## src/rtl/genie_split.sv

```systemverilog
// genie_split: packet-aware 1-to-NO splitter. A destination mask is latched on each
// packet's first beat, and one register stage holds every beat until all addressed outputs take it.

module genie_split_lane (
  input  logic clk,
  input  logic reset,
  input  logic load,
  input  logic load_bit,
  input  logic ready,
  output logic pend,
  output logic stall
);

  // A new beat overrides the retire-clear of the same cycle, so there is no bubble.
  always_ff @(posedge clk or posedge reset) begin
    if (reset)      pend <= 1'b0;
    else if (load)  pend <= load_bit;
    else if (ready) pend <= 1'b0;
  end

  assign stall = pend & ~ready;

endmodule

module genie_split #(
  parameter int NO    = 1,
  parameter int WIDTH = 1
) (
  input  logic             clk,
  input  logic             reset,
  input  logic [WIDTH-1:0] i_data,
  input  logic             i_valid,
  output logic             o_ready,
  input  logic             i_eop,
  input  logic [NO-1:0]    i_mask,
  output logic [NO-1:0]    o_valid,
  output logic [WIDTH-1:0] o_data,
  output logic             o_eop,
  input  logic [NO-1:0]    i_ready
);

  typedef enum logic {S_IDLE, S_LOCKED} state_t;

  typedef struct packed {
    logic [WIDTH-1:0] data;
    logic             eop;
  } beat_t;

  state_t        state_q, state_d;
  beat_t         buf_q;
  logic [NO-1:0] pend, stall, eff_mask, pkt_mask;
  logic          accept;

  // The register can take a new beat once every still-pending output is taking the current one.
  assign o_ready = !reset && (stall == '0);
  assign accept  = i_valid && o_ready;

  genvar k;
  generate
    for (k = 0; k < NO; k++) begin : g_lane
      genie_split_lane u_lane (
        .clk      (clk),
        .reset    (reset),
        .load     (accept),
        .load_bit (eff_mask[k]),
        .ready    (i_ready[k]),
        .pend     (pend[k]),
        .stall    (stall[k])
      );
    end
  endgenerate

  always_ff @(posedge clk or posedge reset) begin
    if (reset) state_q <= S_IDLE;
    else       state_q <= state_d;
  end

  always_comb begin
    state_d  = state_q;
    eff_mask = i_mask;
    case (state_q)
      S_IDLE: begin
        if (accept && !i_eop) state_d = S_LOCKED;
      end
      S_LOCKED: begin
        eff_mask = pkt_mask;
        if (accept && i_eop) state_d = S_IDLE;
      end
      default: state_d = S_IDLE;
    endcase
  end

  always_ff @(posedge clk or posedge reset) begin
    if (reset)                          pkt_mask <= '0;
    else if (accept && state_q == S_IDLE) pkt_mask <= i_mask;
  end

  always_ff @(posedge clk or posedge reset) begin
    if (reset)       buf_q <= '0;
    else if (accept) buf_q <= '{data: i_data, eop: i_eop};
  end

  assign o_valid = pend;
  assign o_data  = buf_q.data;
  assign o_eop   = buf_q.eop;

endmodule
```

## config.mk

```make
export PLATFORM = sky130hd
export DESIGN_NAME = genie_split
export DESIGN_NICKNAME = d
export VERILOG_FILES = /design/src/rtl/genie_split.sv
export SDC_FILE = /design/constraint.sdc
export NUM_CORES = 1
export LEC_CHECK = 0
export ABC_CLOCK_PERIOD_IN_PS = 2100
export BUFFER_PORTS_ARGS = -buffer_cell sky130_fd_sc_hd__buf_4
export CAP_MARGIN = 20
export CORE_AREA = 8 8 45 47
export DETAILED_ROUTE_END_ITERATION = 8
export DIE_AREA = 0 0 53 55
export GPL_TIMING_DRIVEN = 0
export SLEW_MARGIN = 20
export SYNTH_ARGS = -nofsm -noshare
export SYNTH_HDL_FRONTEND = slang
export SYNTH_SLANG_ARGS = --single-unit
```

## constraint.sdc

```tcl
create_clock -name clk -period 2.1 [get_ports clk]
set_clock_uncertainty 0.15 [all_clocks]
set_input_delay 0.315 -clock clk [delete_from_list [all_inputs] [get_ports clk]]
set_output_delay 0.315 -clock clk [all_outputs]
set_load 0.03 [all_outputs]
```

Word level (Yosys, flattened, before mapping)
Cells that the tools add are included.

Add/subtract/negate cells: 0. $mul: 0. Divide/modulo/power cells: 0. Order comparisons: 0. Eq/ne operators: 0. Shift-type cells: 0. Muxes and demuxes: 6. Bitwise gates (word level): 4. Reductions and logical operators: 8.

Operators with widths (number): 1-bit logical AND (5); 1-bit 2-to-1 mux (5); 1-bit NOT (3); 1-bit zero test (2); 1-bit one-hot mux with 2 select lines (1); 2-bit nonzero test (1); 1-bit AND (1).

Register bits: 5. Bits in latches: 0. RAM bits: 0. Memory bits (read-only): 0. Bits of input ports: 7. Output and inout bits: 4. Logic and storage cells: 23. Memories: 0.

Logic depth before layout (Yosys ltp)
Gate-level depths: netlist (run 1).

Word-level depth: 8. Depth in mapped cells: 3. Mapped depth without buffers: 3.

Modules after synthesis
A second synthesis (run 1) with hierarchy kept.

Cell total of the unflattened synthesis: 18. Area total of the unflattened synthesis: 254.0 um2.

Modules (own cells, without submodules): genie_split (times used 1, cells each 14, area an instance 200.2 um2, seq. area each 100.1 um2); genie_split_lane (times used 1, cells each 4, area an instance 53.8 um2, seq. area each 25.0 um2).

Worst setup path before layout (run 1)
Ideal clock, no wire load.

Path kind: reg-to-output. Start point: register g_lane[0].u_lane.pend. End point: output port o_ready. Arrival time: 1.067 ns. Required time: 1.635 ns. Setup slack: 0.568 ns. Stages on the path, launching flop included: 3. Buffers on the path: 0. Cells stage by stage: dfrtp_1 -> nor2b_4 -> nor2_1.

Cells in the longest elaborated chain, start to end: 3.

RTL lines: start: declaration (line 10) `output logic pend,`; start signal: assignment (line 17) `else if (load) pend <= load_bit;`; 1-bit AND (line 21) `assign stall = pend & ~ready;`; 1-bit NOT (line 55) `assign o_ready = !reset && (stall == '0);`; 1-bit logical AND (line 55); end: declaration (line 33) `output logic o_ready,`.

Every way passes these cells.

Worst setup path after layout (run 1)
Start point: input port reset. End point: output port o_ready.

Cells in the longest elaborated chain, start to end: 2.

RTL lines: start: declaration (line 30) `input logic reset,`; 1-bit zero test (no source line); 1-bit logical AND (line 55).

Every way passes these cells.

==> implementation parameters, run 1 <==
Parameter                              Value

Logic synthesis
  Ranking of synthesized cells by area    dfrtp_1 51%, mux2_2 18%, nor3b_4 7.6%
  Number of warnings issued by yosys    0
  Syn nets    24
  Share of the synthesized area in the top cell type    ~50%
  Leading area contributor after synthesis    dfrtp_1
  Average footprint of a synthesized cell    approximately 15 um2
  Flops & latches, synth    5
  Summed instance area of the synthesized netlist    ~250 um2
  Netlist cell types    9
  Post-synthesis cell count    17
  Sequential element share of the synthesized area    50.51%

Placed design
  Routability Congestion    0.6401
  Number of input and output port buffers inserted    10
  Count of placed standard cells including taps    43
  DP Worst Slack    679.8 ps

Final layout
  Filler cells    around 140
  Most common library cell in the layout ignoring fill and taps    buf_4
  Total inserted antenna cells    0
  Commonest cells after routing, fill and taps aside    10 x buf_4, 5 x dfrtp_1, 4 x mux2_2, 3 x clkbuf_4, 2 x inv_1
  Nets    40
  Number of non-filler instances in the completed layout    between 40 and 50
  Area growth syn-to-layout    53.03%
  Share of final-layout standard cells stronger than drive strength 1    65.63%

Detailed routing
  Vias per cell    between 3 and 4
  Detailed route wirelength on metal3    92 um
  M1 wire length    261 um
  Iteration count of the initial detailed-routing pass    2
  Average wire per cell in the routed design    around 11 um
  Detailed-routed wire length on met2    approximately 190 um
  Max Used Layer    met3
  Wire length reported by the detailed router    541 um
  Post-detailed-route count of antenna-violating nets    0
  Count of unresolved DRC violations after routing    0
  Total via count in the routed design    between 150 and 200
  Number of DRC markers after the initial detailed-route iteration    1

CTS
  H-tree depth reported by CTS    1
  Maximum buffer depth of the clock tree    2
  Clock buffer count from CTS    3
  Clock slew at reported path FFs    50 ps
  Setup fix buffers added after clock tree synthesis    0
  Clock latency on the worst-skew pair    approximately 240 ps
  Clock tree sinks    5
  CTS tree    built
  CTS root buf    clkbuf_4

Critical path
  CP Max Fanout    4
  Ordered cell list for the critical path    dlygate4sd3_1 > buf_4 > nor2_1 > buf_4
  Type of the worst setup path    primary input to output port
  Kind of end point of the critical path    output port
  Critical Path Most Common Cell    buf_4
  Slowest stage cell, crit path    dlygate4sd3_1
  Startpoint class of the critical path    primary input
  CP max stage delay    530 ps
  Data required time at the worst endpoint    1630 ps
  CP Data Arrival Time    about 1300 ps

GRT
  Maximum number of pins on one net before global-route repair    6
  Vias in the first global route    219
  Number of antenna violations at the first check in global routing    0
  Global-route usage over all layers    4.329%
  Total overflow reported by the global router    0
  Global-route wire length before repair    between 800 and 900 um

Pwr
  Switching Fraction    slightly below 30%
  Relative contribution of sequential cells to total power    between 30% and 40%
  Combinational fraction of design power    30.3%
  Pwr Density    914.6 nW/um2
  Clock power frac    approximately 32%
  Sw Pwr    between 0.1 and 0.15 mW
  Leakage    0.1783 nW
  Cell-internal power    roughly 0.24 mW
  Worst IR drop on VDD    386.5 uV

Timing
  Number of pins exceeding their max-slew limit in the final report    0
  Fmax    about 0.58 GHz
  Final critical-path setup slack    373.3 ps
  Setup TNS    0 ps
  Time the final worst path needs with I/O delays and setup    between 1500 and 2000 ps
  Final clock period utilization by the worst path    slightly above 80%
  Slew headroom    83.00%
  Finish-stage setup viols    0
  Worst-Margin Slew    254.8 ps
  Unrepaired setup endpoints after global routing    no
  Number of hold-slack violations in the final timing report    0

Run
  Number of max-capacitance violations reported    0

Floorplan
  Number of standard-cell rows in the floorplan    14
  Chip Height    around 55 um
  Area enclosed by the die boundary    slightly below 3000 um2
  Effective utilization at floorplan    approximately 18%
  Standard cell core area    between 1000 and 1500 um2
  Chip Width    about 53 um
  Boundary Pins    11

Outcome
  Run status    finished, final reports clean

Hold path
  Tightest Hold Check Type    primary input to flip-flop
-- critical path, delay by kind of cell --
| kind | cells | cell delay [ps] |
|---|---|---|
| buf+inv | 3 | 850 |
| simple gates | 1 | 90 |
-- repair_timing --
item                                   4_1_cts  5_1_grt
endpoints found under the hold margin        5        0
hold buffers                                 1        0
gates resized for setup                      0        0
-- power groups by stage --
| stage | clock network (mW) | logic (mW) | registers (mW) |
|---|---|---|---|
| floorplan | 0 | 0.0452 | 0.151 |
| global placement | 0 | 0.103 | 0.131 |
| detailed placement | 0 | 0.105 | 0.132 |
| CTS | 0.120 | 0.107 | 0.130 |
| global route | 0.126 | 0.113 | 0.133 |
| finish | 0.112 | 0.105 | 0.130 |
-- cell usage after synthesis --
| cell type | instances |
|---|---|
| a21o_2 | 1 |
| dfrtp_1 | 5 |
| inv_1 | 2 |
| mux2_2 | 4 |
| mux2i_1 | 1 |
| nor2_1 | 1 |
| nor2b_4 | 1 |
| nor3b_4 | 1 |
| nor4b_2 | 1 |
-- area by class of cell --
type	instances	area, um2	area share [%]
repair buffers	11	85.08	22.44
multi-input cells	10	115.1	30.36
flip-flops and latches	5	125.1	33.00
well taps	16	20.02	5.281
inverters	2	7.507	1.980
clock buffers	4	26.28	6.931
-- cell families (layout without fill, tap and decap cells) --
family | count (synthesis) | in the layout | share of synthesized area, %
compound gates | 1 | 1 | 3.536
mux | 5 | 5 | 22.22
buf+inv | 2 | 17 | 3.031
flops | 5 | 5 | 50.51
simple gates | 4 | 4 | 20.70
-- worst paths after layout --
path / endpoint / startpoint / slack [ps] / cells after the start
max in group asynchronous: o_eop$_DFFE_PP0P_ / reset / 1200 / 3
hold reg to reg: o_data$_DFFE_PP0P_ / o_data$_DFFE_PP0P_ / 360 / 1
setup reg to reg: o_data$_DFFE_PP0P_ / g_lane[0].u_lane.pend$_DFFE_PP0P_ / 690 / 3
setup / recovery: o_ready / reset / 370 / 4
min in group asynchronous: pkt_mask$_DFFE_PP0P_ / reset / 420 / 3
hold / removal: flip-flop / i_eop / 110 / 2
-- metrics by stage --
| stage | total power [mW] | hold WS (ps) | utilization, % | cell area (um2) |
|---|---|---|---|---|
| 3_3_place_gp | 0.2336 | 118.8 | 24.77 | 342.8 |
| 3_5_place_dp | 0.2365 | 128.2 | 24.77 | 342.8 |
| 2_1_floorplan | 0.1964 | -56.48 | - | 247.7 |
| 4_1_cts | 0.3571 | 102.9 | 27.40 | 379.1 |
| 5_1_grt | 0.3718 | 107.6 | 27.40 | 379.1 |
| 6_report | 0.3467 | 111.9 | 27.40 | 379.1 |
-- routing by layer --
| layer | up-vias | GRT usage (%) |
|---|---|---|
| li1 | 89 | - |
| met1 | 79 | 4.441 |
| met2 | 11 | 5.273 |
| met3 | 0 | 5.348 |
| met4 | 0 | 1.293 |
| met5 | - | 0 |
Note: power is estimated with default switching activity, not from simulation.
==> run 2: changes to the inputs <==
ABC_AREA = 1   (was default)
ABC_CLOCK_PERIOD_IN_PS = 1500   (was 2100)
clock period = 1.5 ns   (was 2.1 ns; I/O delays follow)
==> run 2 against run 1 <==
Flip-flop and latch count is the same. Sequential share of layout area shrank 0.22 points. Critical endpoint unchanged. Global-route usage grew 0.82 points. Via count grew 35%. Design area grew 0.66%. Critical path depth shrank 2. Highest routed layer is now met4. Worst hold slack lost 97 ps. First-iteration DRC count grew to 8.0 times the previous value. Register-to-register slack lost 220 ps. Cell count grew 21%. Total power grew 33%. Non-clock buffer count is the same.
==> implementation parameters, run 2 <==
Parameter                              Value

Floorplan
  Number of standard-cell rows in the floorplan    14 (unchanged)
  Boundary Pins    11 (unchanged)
  Standard cell core area    1384 um2 (unchanged)
  Effective utilization at floorplan    18.08% (+0.18 points)
  Chip Width    53 um (unchanged)
  Area enclosed by the die boundary    2915 um2 (unchanged)
  Chip Height    55 um (unchanged)

Critical path
  CP Max Fanout    4 (unchanged)
  CP max stage delay    420 ps (-110 ps)
  Type of the worst setup path    flip-flop to output port
  CP Data Arrival Time    1050 ps (-210 ps)
  Data required time at the worst endpoint    1120 ps (-510 ps)
  Kind of end point of the critical path    output port
  Ordered cell list for the critical path    a21oi_4 > buf_4
  Startpoint class of the critical path    flip-flop
  Slowest stage cell, crit path    dfrtp_1

Logic synthesis
  Average footprint of a synthesized cell    9.268 um2 (-36%)
  Sequential element share of the synthesized area    50.00% (-0.51 points)
  Most frequent cells after synthesis    7 x nand2_1, 5 x dfrtp_1, 3 x inv_1
  Number of enable flip-flop cells after synthesis    0 (unchanged)
  Post-synthesis cell count    27 (+10)
  Netlist cell types    11 (+2)
  Leading area contributor after synthesis    dfrtp_1
  Share of the synthesized area in the top cell type    50.00% (-0.51 points)
  Syn nets    34 (+42%)
  Cell with the most instances after synthesis    nand2_1
  Number of warnings issued by yosys    0 (unchanged)
  Flops & latches, synth    5 (unchanged)
  Ranking of synthesized cells by area    dfrtp_1 50%, nand2_1 11%, nand3_4 7.0%
  Main synth FF type    dfrtp_1
  Fraction of registers with async set/reset    100.0% (unchanged)
  Summed instance area of the synthesized netlist    250.2 um2 (+1.0%)

Timing
  Final clock period utilization by the worst path    94.78%
  Time the final worst path needs with I/O delays and setup    ~1400 ps
  Unrepaired setup endpoints after global routing    no
  Number of pins exceeding their max-slew limit in the final report    0 (unchanged)
  Final critical-path setup slack    78.31 ps (-295.0 ps)
  Setup TNS    0 ps (unchanged)
  Worst-Margin Slew    172.9 ps (-81.90 ps)
  Fmax    0.7034 GHz
  Slew headroom    88.46% (+5.5 points)
  Number of hold-slack violations in the final timing report    0 (unchanged)
  Finish-stage setup viols    0 (unchanged)

Pwr
  Relative contribution of sequential cells to total power    38.7% (+1.2 points)
  Sw Pwr    0.1486 mW (+44%)
  Cell-internal power    0.3137 mW (+29%)
  Combinational fraction of design power    27.8% (-2.5 points)
  Worst IR drop on VDD    410.8 uV (+6.3%)
  Clock power frac    33.6% (+1.3 points)
  Switching Fraction    32.14% (+2.4 points)
  Leakage    0.1924 nW (+7.9%)
  Pwr Density    1211 nW/um2 (+32%)

CTS
  Clock latency on the worst-skew pair    240 ps (about the same)
  Clock buffer count from CTS    3 (unchanged)
  H-tree depth reported by CTS    1 (unchanged)
  Maximum buffer depth of the clock tree    2 (unchanged)
  CTS tree    built
  Clock tree sinks    5 (unchanged)
  CTS root buf    clkbuf_4
  Clock slew at reported path FFs    40 ps (about the same)

Detailed routing
  Average wire per cell in the routed design    10.41 um (-7.6%)
  Iteration count of the initial detailed-routing pass    4 (+2)
  Wire length reported by the detailed router    604 um (+12%)
  Post-detailed-route count of antenna-violating nets    0 (unchanged)
  Count of unresolved DRC violations after routing    0 (unchanged)
  Number of DRC markers after the initial detailed-route iteration    8 (+7)
  Total via count in the routed design    241 (+35%)
  Vias per cell    4.155 (+11%)

Placed design
  Half-perimeter wire length after placement    about 470 um
  Routability Congestion    0.7006 (+9.5%)
  DP Worst Slack    323.2 ps (-356.6 ps)
  Number of input and output port buffers inserted    10 (unchanged)

Final layout
  Commonest cells after routing, fill and taps aside    10 x buf_4, 7 x nand2_1, 5 x dfrtp_1, 3 x inv_1, 3 x clkbuf_4
  Nets    50 (+25%)
  Total inserted antenna cells    0 (unchanged)
  Area growth syn-to-layout    52.50%
  Share of final-layout standard cells stronger than drive strength 1    42.86% (-23 points)
  Filler cells    151 (+5.6%)
  Most common library cell in the layout ignoring fill and taps    buf_4

Run
  Number of max-capacitance violations reported    0 (unchanged)

GRT
  Global-route usage over all layers    5.151% (+0.82 points)
  Total overflow reported by the global router    0 (unchanged)
  Vias in the first global route    232 (+5.9%)
  Maximum number of pins on one net before global-route repair    8 (+2)
  Number of antenna violations at the first check in global routing    0 (unchanged)
  Global-route wire length before repair    1021 um (+17%)

Outcome
  Run status    finished, final reports clean

Hold path
  Tightest Hold Check Type    primary input to flip-flop
run 2: path summary, 6_finish.rpt:
path                                              startpoint                                 to  slack (ps)  depth (start not counted)
max                        g_lane[0].u_lane.pend$_DFFE_PP0P_                            o_ready          80                          2
min                                                    i_eop                          flip-flop          10                          2
max reg2reg                g_lane[0].u_lane.pend$_DFFE_PP0P_                  o_eop$_DFFE_PP0P_         470                          4
min reg2reg                             pkt_mask$_DFFE_PP0P_               pkt_mask$_DFFE_PP0P_         330                          2
max in group asynchronous                              reset               pkt_mask$_DFFE_PP0P_         720                          3
min in group asynchronous                              reset  g_lane[0].u_lane.pend$_DFFE_PP0P_         320                          3
run 2: routing by layer:
layer / up-vias / global-route usage, % / wire length, um
met5: - / 0 / 0
li1: 119 / - / -
met3: 2 / 5.348 / 109
met2: 11 / 6.445 / 238
met1: 109 / 4.900 / 249
met4: 0 / 3.879 / 6
run 2: critical path: cells and delay by family (launching register included):
kind	cells	cell delay [ps]
AOI/OAI and AO/OA	1	200
buffers and inverters	1	190
DFF	1	420
run 2: final cells by class:
cell class | count | area [um2] | share of cell area (%)
flip-flops and latches | 5 | 125.1 | 32.79
multi-input cells | 18 | 110.1 | 28.85
repair buffers | 11 | 85.08 | 22.30
clock buffers | 4 | 26.28 | 6.885
well taps | 16 | 20.02 | 5.246
inverters | 4 | 15.01 | 3.934
run 2: metrics by stage:
| stage | instances | instance area, um2 | power [mW] | utilization, % | hold WS [ps] |
|---|---|---|---|---|---|
| floorplan | 27 | 250.2 | 0.2568 | - | -152.1 |
| global placement | 53 | 345.3 | 0.3058 | 24.95 | 2.381 |
| detailed placement | 53 | 345.3 | 0.3087 | 24.95 | 4.213 |
| CTS | 58 | 381.6 | 0.4714 | 27.58 | 9.468 |
| global route | 58 | 381.6 | 0.4966 | 27.58 | 14.73 |
| finish | 58 | 381.6 | 0.4623 | 27.58 | 14.92 |
run 2: kinds of logic after synthesis:
group                  synth area share, %
AND/OR/NAND/NOR                      31.50
flip-flops                           50.00
AO/OA/AOI/OAI                        12.50
buffers and inverters                5.998
run 2: power by group through the flow:
| stage | combinational (mW) | sequential (mW) | clock, mW |
|---|---|---|---|
| global placement | 0.126 | 0.180 | 0 |
| global route | 0.142 | 0.183 | 0.172 |
| detailed placement | 0.128 | 0.181 | 0 |
| CTS | 0.130 | 0.179 | 0.162 |
| floorplan | 0.0523 | 0.205 | 0 |
| finish | 0.128 | 0.179 | 0.155 |
run 2: timing repair:
item	CTS	global route
hold buffers	1	0
gates resized for setup	0	0
endpoints found under the setup margin	0	0
buffers inserted	0	0
hold endpoints to repair	5	0
==> run 3: changes to the inputs <==
RECOVER_POWER = 25   (was default)
==> run 3 against run 2 <==
Critical path depth is the same. Worst hold slack hardly changed. Routed wire length up 0.17%. Fmax barely moved. Highest routed layer unchanged. Design area decreased by 0.98%. Sequential power hardly changed. Setup slack hardly changed. Core utilization decreased by 0.27 points. Largest cell class unchanged. Total power decreased by 0.25%. Clock power hardly changed.
==> implementation parameters, run 3 (same netlist as run 2, synthesis figures left out) <==
Parameter                              Value

Final layout
  Share of final-layout standard cells stronger than drive strength 1    40.48% (-2.4 points)
  Commonest cells after routing, fill and taps aside    9 x buf_4, 7 x nand2_1, 5 x dfrtp_1, 3 x inv_1, 3 x clkbuf_4
  Most common library cell in the layout ignoring fill and taps    buf_4
  Nets    50 (unchanged)
  Filler cells    153 (+1.3%)
  Area growth syn-to-layout    51.00%
  Total inserted antenna cells    0 (unchanged)

Timing
  Final clock period utilization by the worst path    94.78% (about the same)
  Setup TNS    0 ps (unchanged)
  Number of pins exceeding their max-slew limit in the final report    0 (unchanged)
  Worst-Margin Slew    173.1 ps (+0.1765 ps)
  Number of hold-slack violations in the final timing report    0 (unchanged)
  Slew headroom    88.45% (about the same)
  Fmax    0.7034 GHz (about the same)
  Time the final worst path needs with I/O delays and setup    1422 ps (-0.06160 ps)
  Unrepaired setup endpoints after global routing    no
  Final critical-path setup slack    78.37 ps (+0.06160 ps)
  Finish-stage setup viols    0 (unchanged)

GRT
  Maximum number of pins on one net before global-route repair    8 (unchanged)
  Global-route wire length before repair    1021 um (unchanged)
  Global-route usage over all layers    5.151% (unchanged)
  Number of antenna violations at the first check in global routing    0 (unchanged)
  Total overflow reported by the global router    0 (unchanged)
  Vias in the first global route    232 (unchanged)

Floorplan
  Chip Width    53 um (unchanged)
  Chip Height    55 um (unchanged)
  Effective utilization at floorplan    18.08% (unchanged)
  Area enclosed by the die boundary    2915 um2 (unchanged)
  Number of standard-cell rows in the floorplan    14 (unchanged)
  Standard cell core area    1384 um2 (unchanged)
  Boundary Pins    11 (unchanged)

Placed design
  Number of input and output port buffers inserted    10 (unchanged)
  Half-perimeter wire length after placement    471.2 um (unchanged)
  Routability Congestion    0.7006 (unchanged)
  DP Worst Slack    323.2 ps (unchanged)

CTS
  CTS root buf    clkbuf_4
  H-tree depth reported by CTS    1 (unchanged)
  CTS-repair resized insts    0 (unchanged)
  Maximum buffer depth of the clock tree    2 (unchanged)
  Clock latency on the worst-skew pair    240 ps (about the same)
  CTS tree    built
  Clock slew at reported path FFs    40 ps (about the same)
  Clock tree sinks    5 (unchanged)
  Clock buffer count from CTS    3 (unchanged)

Detailed routing
  Vias per cell    4.155 (unchanged)
  Wire length reported by the detailed router    605 um (+0.17%)
  Number of DRC markers after the initial detailed-route iteration    8 (unchanged)
  Iteration count of the initial detailed-routing pass    4 (unchanged)
  Count of unresolved DRC violations after routing    0 (unchanged)
  Post-detailed-route count of antenna-violating nets    0 (unchanged)
  Average wire per cell in the routed design    10.43 um (+0.17%)
  Total via count in the routed design    241 (unchanged)

Hold path
  Startpoint of the worst hold path    i_eop
  Tightest Hold Check Type    primary input to flip-flop
  Worst hold path stage count    2 (unchanged)

Pwr
  Sw Pwr    0.1486 mW (about the same)
  Switching Fraction    32.22% (+0.086 points)
  Cell-internal power    0.3125 mW (-0.38%)
  Relative contribution of sequential cells to total power    38.8% (about the same)
  Combinational fraction of design power    27.6% (-0.2 points)
  Worst IR drop on VDD    410.6 uV (about the same)
  Leakage    0.1888 nW (-1.9%)
  Clock power frac    33.6% (about the same)
  Pwr Density    1220 nW/um2 (+0.74%)

Critical path
  Crit. Startpoint    g_lane[0].u_lane.pend$_DFFE_PP0P_
  CP Max Fanout    4 (unchanged)
  Data required time at the worst endpoint    1120 ps (about the same)
  Startpoint class of the critical path    flip-flop
  CP Data Arrival Time    1050 ps (about the same)
  Worst R2R Path Depth    4 (unchanged)
  Type of the worst setup path    flip-flop to output port
  FF-to-FF setup slack    470 ps (about the same)
  FF-to-FF Start    g_lane[0].u_lane.pend$_DFFE_PP0P_
  Kind of end point of the critical path    output port
  Endpoint of the worst register-to-register path    o_eop$_DFFE_PP0P_

Run
  Number of max-capacitance violations reported    0 (unchanged)

Outcome
  Run status    finished, final reports clean
## run 3: cell types whose count changed in the layout (fill, tap and decap cells not counted), sizes merged
| cell | change |
|---|---|
| buf | -1 |
| clkbuf | +1 |
## run 3: worst max-delay path by stage
stage                           end  slack [ps]  cells after the start
2_1_floorplan  pkt_mask$_DFFE_PP0P_         250                      3
3_3_place_gp                o_ready         330                      2
3_5_place_dp                o_ready         320                      2
4_1_cts                     o_ready          60                      2
5_1_grt                     o_ready          40                      2
6_report                    o_ready          80                      2
## run 3: power by group through the flow
stage / clock (mW) / combinational [mW] / sequential (mW)
after floorplan: 0 / 0.0523 / 0.205
after global placement: 0 / 0.126 / 0.180
after detailed placement: 0 / 0.128 / 0.181
after CTS: 0.162 / 0.130 / 0.179
after global routing: 0.172 / 0.140 / 0.183
final: 0.155 / 0.127 / 0.179
## run 3: cell type report
cell class / count / area, um2 / share of cell area, %
sequential: 5 / 125.1 / 33.11
multi-input combinational: 18 / 110.1 / 29.14
timing repair buffer: 11 / 81.33 / 21.52
clock buffer: 4 / 26.28 / 6.954
tap: 16 / 20.02 / 5.298
inverter: 4 / 15.01 / 3.974
## run 3: per-stage QoR
stage | hold WS (ps) | util, % | cell area, um2 | power, mW | std cells
after floorplan | -152.1 | - | 250.2 | 0.2568 | 27
after global placement | 2.381 | 24.95 | 345.3 | 0.3058 | 53
after detailed placement | 4.213 | 24.95 | 345.3 | 0.3087 | 53
after CTS | 9.468 | 27.58 | 381.6 | 0.4714 | 58
after global routing | 14.73 | 27.31 | 377.9 | 0.4953 | 58
final | 14.92 | 27.31 | 377.9 | 0.4611 | 58
## run 3: metal layers
metal,routed length (um),global-route usage (%)
met3,109,5.348
met2,238,6.445
met1,250,4.900
met4,6,3.879
met5,0,0
## run 3: worst max-delay path, cell delays in order, from the launching register on
cell     delay (ps)
dfrtp_1         420
a21oi_4         200
buf_4           190
## run 3: what timing repair did
| item | in CTS | in global routing |
|---|---|---|
| hold buffers | 1 | 0 |
| setup buffers | 0 | 0 |
| hold endpoints to repair | 5 | 0 |
